<file path="src/rtl/lane_logic_pipe_pkg.sv">
// lane_logic_pipe_pkg: mode enumeration and bitwise lane operator
// shared by lane_logic_pipe and lane_logic_pipe_stage.
package lane_logic_pipe_pkg;

  typedef enum logic [1:0] {
    AND_XOR = 2'd0,
    OR_XOR  = 2'd1,
    XOR3    = 2'd2,
    PASS    = 2'd3
  } mode_e;

  localparam int CNT_W = 32;

  // The lane operator is purely bitwise, so one bit position of a
  // lane fully describes it; callers sweep it across every lane bit.
  function automatic logic lane_op(
    input logic  a,
    input logic  b,
    input logic  c,
    input mode_e m
  );
    logic y;
    logic r;
    y = b ^ c;
    r = a;
    unique case (m)
      AND_XOR: r = a & y;
      OR_XOR:  r = a | y;
      XOR3:    r = a ^ y;
      PASS:    r = a;
    endcase
    return r;
  endfunction

  function automatic logic [CNT_W-1:0] sat_inc(
    input logic [CNT_W-1:0] v
  );
    return (&v) ? v : v + 1'b1;
  endfunction

endpackage

</file>
<file path="src/rtl/lane_logic_pipe_stage.sv">
// lane_logic_pipe_stage: one elastic slot holding valid, operands, mode.
// Ports: up_* beat offered from upstream, down_ready from downstream,
// valid/data/mode slot contents, ready = slot can take a beat this cycle.
module lane_logic_pipe_stage
  import lane_logic_pipe_pkg::*;
#(
  parameter int DW = 16
) (
  input  logic          clk,
  input  logic          rst,
  input  logic          up_valid,
  input  logic [3*DW-1:0] up_data,
  input  mode_e         up_mode,
  input  logic          down_ready,
  output logic          valid,
  output logic [3*DW-1:0] data,
  output mode_e         mode,
  output logic          ready
);

  logic advance;
  logic load;

  assign advance = valid & down_ready;
  assign ready   = ~valid | advance;
  assign load    = up_valid & ready;

  always_ff @(posedge clk) begin
    if (rst) begin
      valid <= 1'b0;
      data  <= '0;
      mode  <= AND_XOR;
    end else if (load) begin
      valid <= 1'b1;
      data  <= up_data;
      mode  <= up_mode;
    end else if (advance) begin
      valid <= 1'b0;
    end
  end

endmodule

</file>
<file path="src/rtl/lane_logic_pipe.sv">
// lane_logic_pipe: DEPTH-stage elastic pipe of per-lane a op (b^c).
// Ports: clk, rst (sync, high), in_valid/in_ready/in_mode/in_a/in_b/in_c,
// out_valid/out_ready/out_x; beat_count/stall_count with
// LANE_LOGIC_PIPE_STATS_EN defined.
module lane_logic_pipe
  import lane_logic_pipe_pkg::*;
#(
  parameter int WIDTH = 8,
  parameter int LANES = 2,
  parameter int DEPTH = 3
) (
  input  logic                   clk,
  input  logic                   rst,
  input  logic                   in_valid,
  output logic                   in_ready,
  input  logic [1:0]             in_mode,
  input  logic [LANES*WIDTH-1:0] in_a,
  input  logic [LANES*WIDTH-1:0] in_b,
  input  logic [LANES*WIDTH-1:0] in_c,
  output logic                   out_valid,
  input  logic                   out_ready,
  output logic [LANES*WIDTH-1:0] out_x
`ifdef LANE_LOGIC_PIPE_STATS_EN
  ,
  output logic [31:0]            beat_count,
  output logic [31:0]            stall_count
`endif
);

  localparam int DW = LANES * WIDTH;

  if (DEPTH < 1 || WIDTH < 1 || LANES < 1) begin : g_bad_cfg
    $error("lane_logic_pipe: DEPTH, WIDTH and LANES must all be >= 1");
  end

  (* public_flat_rw *)
  logic [DEPTH-1:0] stage_valid;
  logic [3*DW-1:0]  stage_data [DEPTH];
  mode_e            stage_mode [DEPTH];

  // Ready ripples from the sink back to the head; each slot keeps its
  // own ready wire so the chain is a set of scalars, not one vector.
  for (genvar i = 0; i < DEPTH; i++) begin : g_stage
    logic            up_valid;
    logic [3*DW-1:0] up_data;
    mode_e           up_mode;
    logic            down_ready;
    logic            rdy;

    if (i == 0) begin : g_head
      assign up_valid = in_valid;
      assign up_data  = {in_c, in_b, in_a};
      assign up_mode  = mode_e'(in_mode);
    end else begin : g_body
      assign up_valid = stage_valid[i-1];
      assign up_data  = stage_data[i-1];
      assign up_mode  = stage_mode[i-1];
    end

    if (i == DEPTH - 1) begin : g_tail
      assign down_ready = out_ready;
    end else begin : g_link
      assign down_ready = g_stage[i+1].rdy;
    end

    lane_logic_pipe_stage #(
      .DW(DW)
    ) u_stage (
      .clk       (clk),
      .rst       (rst),
      .up_valid  (up_valid),
      .up_data   (up_data),
      .up_mode   (up_mode),
      .down_ready(down_ready),
      .valid     (stage_valid[i]),
      .data      (stage_data[i]),
      .mode      (stage_mode[i]),
      .ready     (rdy)
    );
  end

  assign in_ready  = g_stage[0].rdy;
  assign out_valid = stage_valid[DEPTH-1];

  // Operands travel raw with their mode; the result is formed from
  // the tail slot so it stays stable for as long as the slot holds.
  always_comb begin
    out_x = '0;
    if (out_valid) begin
      for (int j = 0; j < DW; j++) begin
        out_x[j] = lane_op(
          stage_data[DEPTH-1][j],
          stage_data[DEPTH-1][DW+j],
          stage_data[DEPTH-1][2*DW+j],
          stage_mode[DEPTH-1]
        );
      end
    end
  end

`ifdef LANE_LOGIC_PIPE_STATS_EN
  (* public_flat_rw *)
  logic [CNT_W-1:0] beat_q;
  (* public_flat_rw *)
  logic [CNT_W-1:0] stall_q;

  always_ff @(posedge clk) begin
    if (rst) begin
      beat_q  <= '0;
      stall_q <= '0;
    end else begin
      if (out_valid & out_ready) begin
        beat_q <= sat_inc(beat_q);
      end
      if (out_valid & ~out_ready) begin
        stall_q <= sat_inc(stall_q);
      end
    end
  end

  assign beat_count  = beat_q;
  assign stall_count = stall_q;
`endif

endmodule

</file>
<file path="config.mk">
export PLATFORM = sky130hd
export DESIGN_NAME = lane_logic_pipe
export DESIGN_NICKNAME = d
export VERILOG_FILES = /design/src/rtl/lane_logic_pipe_pkg.sv /design/src/rtl/lane_logic_pipe_stage.sv /design/src/rtl/lane_logic_pipe.sv
export SDC_FILE = /design/constraint.sdc
export NUM_CORES = 1
export LEC_CHECK = 0
export CAP_MARGIN = 40
export CORE_MARGIN = 5
export CORE_UTILIZATION = 30
export CTS_CLUSTER_DIAMETER = 150
export DETAILED_ROUTE_END_ITERATION = 8
export SLEW_MARGIN = 40
export SYNTH_ARGS = -nofsm -noshare
export SYNTH_HDL_FRONTEND = slang
export SYNTH_HIERARCHICAL = 1
export SYNTH_SLANG_ARGS = --single-unit
</file>
<file path="constraint.sdc">
create_clock -name clk -period 5.9 [get_ports clk]
set_clock_uncertainty 0.2 [all_clocks]
set_input_delay 1.18 -clock clk [delete_from_list [all_inputs] [get_ports clk]]
set_output_delay 1.18 -clock clk [all_outputs]
set_load 0.02 [all_outputs]
</file>
==> results.toml <==
[detailed_routing]
wl_um = 17700
ant_nets = 0
detail_route.drc_violations = 0
firstDrtPassIters = 5
post_drt_wl_per_cell_um = 14.7
drt_iter0_drc = 448
viasPerCell = 4.97
dr_total_vias = 5989

[cts]
cts.repair.resized = 0
clk_pin_slew_worst_paths_ps = 60
cts.htree.levels = 4
cts_num_sinks = 153
cts_root_buffer = "clkbuf_16"
clkLatencyLatePin_ps = 420
cts_hold_buf = 0
cts_tree = "built"
clockBufferDepth = 2
post_cts_buffers = 0
cts_made_buffers = 17

[pwr]
clkPwrFrac = 0.481
seqPwrFrac = 0.454
p_switching_mw = 0.522
internal_power_mw = 1.85
power.leakage_nw = 3.32
powerDensity_mw_per_mm2 = 259
swShare = 0.220
p_comb_frac = 0.065
irDropWorstVdd_mv = 0.191

[global_routing]
overflow = 0
grt_start_max_net_pins = 102
grt_first_pass_wirelength_um = 29200
first_global_vias = 5591
grt_usage = 0.122
antenna_found_initial = 0

[cells_and_area]
layout_common_cells = "a21oi_1 (153), nand3_1 (150), dfxtp_1 (150)"
drive_gt1_frac = 0.135
area_delta_synth_final_pct = 16.4
nFillCells = 2712
mostFrequentLayoutCell = "a21oi_1"
n_antenna_cell = 0
fin_util = 0.353
nNetsFinal = 942

[synth]
yosysSeqAreaShare = 0.389
avgSynthCellArea_sq_um = 9.27
yosys.area.top_type = "dfxtp_1"
syn_nets = 936
syn_inst = 850
synth_cell_types = 21
ys_warn_count = 6
ys_seq_elements = 153
netlist.area_leader.share = 0.389
yosys-top-cells-area = "dfxtp_1 (39%), a21bo_1 (11%), a21oi_1 (9.7%)"
synth.cell_area_sq_mm = 0.00788

[placement]
port-buffer-count = 71
dp_hpwl_um = 10500
place_congestion = 0.736

[hold_path]
hold_path_class = "reg -> reg"
min_to = "g_stage[2].u_stage/data[1]$_SDFFE_PP0P_"
hp-start = "g_stage[1].u_stage/data[1]$_SDFFE_PP0P_"
worstHoldPathCells = 2

[critical_path]
rr_worst_depth = 4
critPathMaxStageDelay_ps = 630
r2r-end = "g_stage[1].u_stage/data[13]$_SDFFE_PP0P_"
cp-end-kind = "output port"
worstPathArrival_ps = 2750
r2r_slack_ps = 3840
cp_common_cell = "nand2b_4"
cp_data_required_time_ps = 4520
critical_path.slowest_cell = "clkdlybuf4s50_1"
critPathKind = "in -> out"
r2r_start = "g_stage[0].u_stage/valid$_SDFFE_PP0P_"
crit_chain = "clkdlybuf4s50_1 > nand2b_4 > nand2b_4 > nand2b_4 > clkdlybuf4s50_1"
path_max_fanout = 10
crit_path_start_kind = "input pin"

[die]
ios = 72
num_rows = 59
die_area_sq_mm = 0.0296
initial_core_util = 0.303
die_w_um = 172
core_area_sq_mm = 0.0260
chipHeight_um = 172

[timing]
hold_viol_final = 0
finalSetupTns_ps = 0
fin_crit_sh = 0.699
final-setup-viol-count = 0
worstMarginPinSlew_ps = 815
maxSlewHeadroom = 0.457
fmax_mhz = 242
drv_slew = 0
min_period_ps = 4130
grt_setup_unrepaired = "false"

[flow_run]
maxCapViolations = 0

[status]
status = "complete, no violations"
## flip-flops by register name (all words and copies together) (netlist names)
| name | flops |
|---|---|
| g_stage.u_stage/mode | 6 |
| g_stage.u_stage/data | 144 |
| g_stage.u_stage/valid | 3 |
## power by group through the flow
stage / logic [mW] / clock network, mW / registers [mW]
5_1_grt: 0.171 / 1.22 / 1.08
3_3_place_gp: 0.155 / 0 / 1.10
6_report: 0.155 / 1.14 / 1.08
3_5_place_dp: 0.156 / 0 / 1.10
4_1_cts: 0.156 / 1.17 / 1.08
2_1_floorplan: 0.104 / 0 / 1.10
## critical path: cells and delay by family
| family | cells | cell delay [ps] |
|---|---|---|
| buf+inv | 2 | 1100 |
| simple gates | 3 | 460 |
## through the flow
stage                     std cells  worst slack [ps]  area [sq um]  total power [mW]  hold slack, ps
after CTS                      1204              1740          9170              2.40             262
after global routing           1204              1720          9170              2.47             274
final                          1204              1770          9170              2.37             258
after detailed placement       1172              1760          8550              1.26             251
after floorplan                 850              1990          7880              1.20             238
after global placement         1172              1770          8530              1.25             248
## cells by family after synthesis
logic type	after synthesis	synth area share
buf+inv	127	0.0848
simple gates	187	0.132
flops	153	0.389
fa+ha+maj	32	0.0508
compound gates	319	0.306
xor+xnor	16	0.0178
mux	16	0.0203
## worst max-delay path by stage
stage	start	end	slack (ps)	cells past startpoint
2_1_floorplan	out_ready	in_ready	1990	9
3_3_place_gp	out_ready	in_ready	1770	5
3_5_place_dp	out_ready	in_ready	1760	5
4_1_cts	g_stage[2].u_stage/mode[1]$_SDFFE_PP0P_	out_x[11]	1740	4
5_1_grt	out_ready	in_ready	1720	5
6_report	out_ready	in_ready	1770	5
## metal layers
| metal | part of all wire | global-route usage | vias up |
|---|---|---|---|
| met4 | 0.0069 | 0.0287 | 0 |
| met3 | 0.041 | 0.0304 | 6 |
| met1 | 0.52 | 0.181 | 2878 |
| met5 | 0 | 0 | - |
| met2 | 0.44 | 0.177 | 96 |
| li1 | - | - | 3009 |
## final cells by class
cell class	instances	area [sq um]	share of cell area
inverter	35	131	0.0143
multi-input combinational	570	4150	0.452
clock buffer	19	443	0.0483
sequential	153	3070	0.334
tap	335	419	0.0457
clock inverter	13	175	0.0191
timing repair buffer	79	788	0.0860
## cell usage after synthesis
library cell / number
nand2_1: 1
buf_2: 55
a21bo_2: 66
ha_1: 32
a21oi_1: 153
buf_6: 14
buf_12: 1
a21bo_1: 84
xor2_1: 16
nand3_1: 150
mux2i_1: 16
o32ai_1: 16
clkbuf_2: 1
nand2b_1: 1
and2b_1: 5
nor2b_4: 4
inv_1: 35
nand2b_4: 3
clkbuf_1: 21
nor2b_1: 23
dfxtp_1: 153
Power figures use the tool's default switching activity.
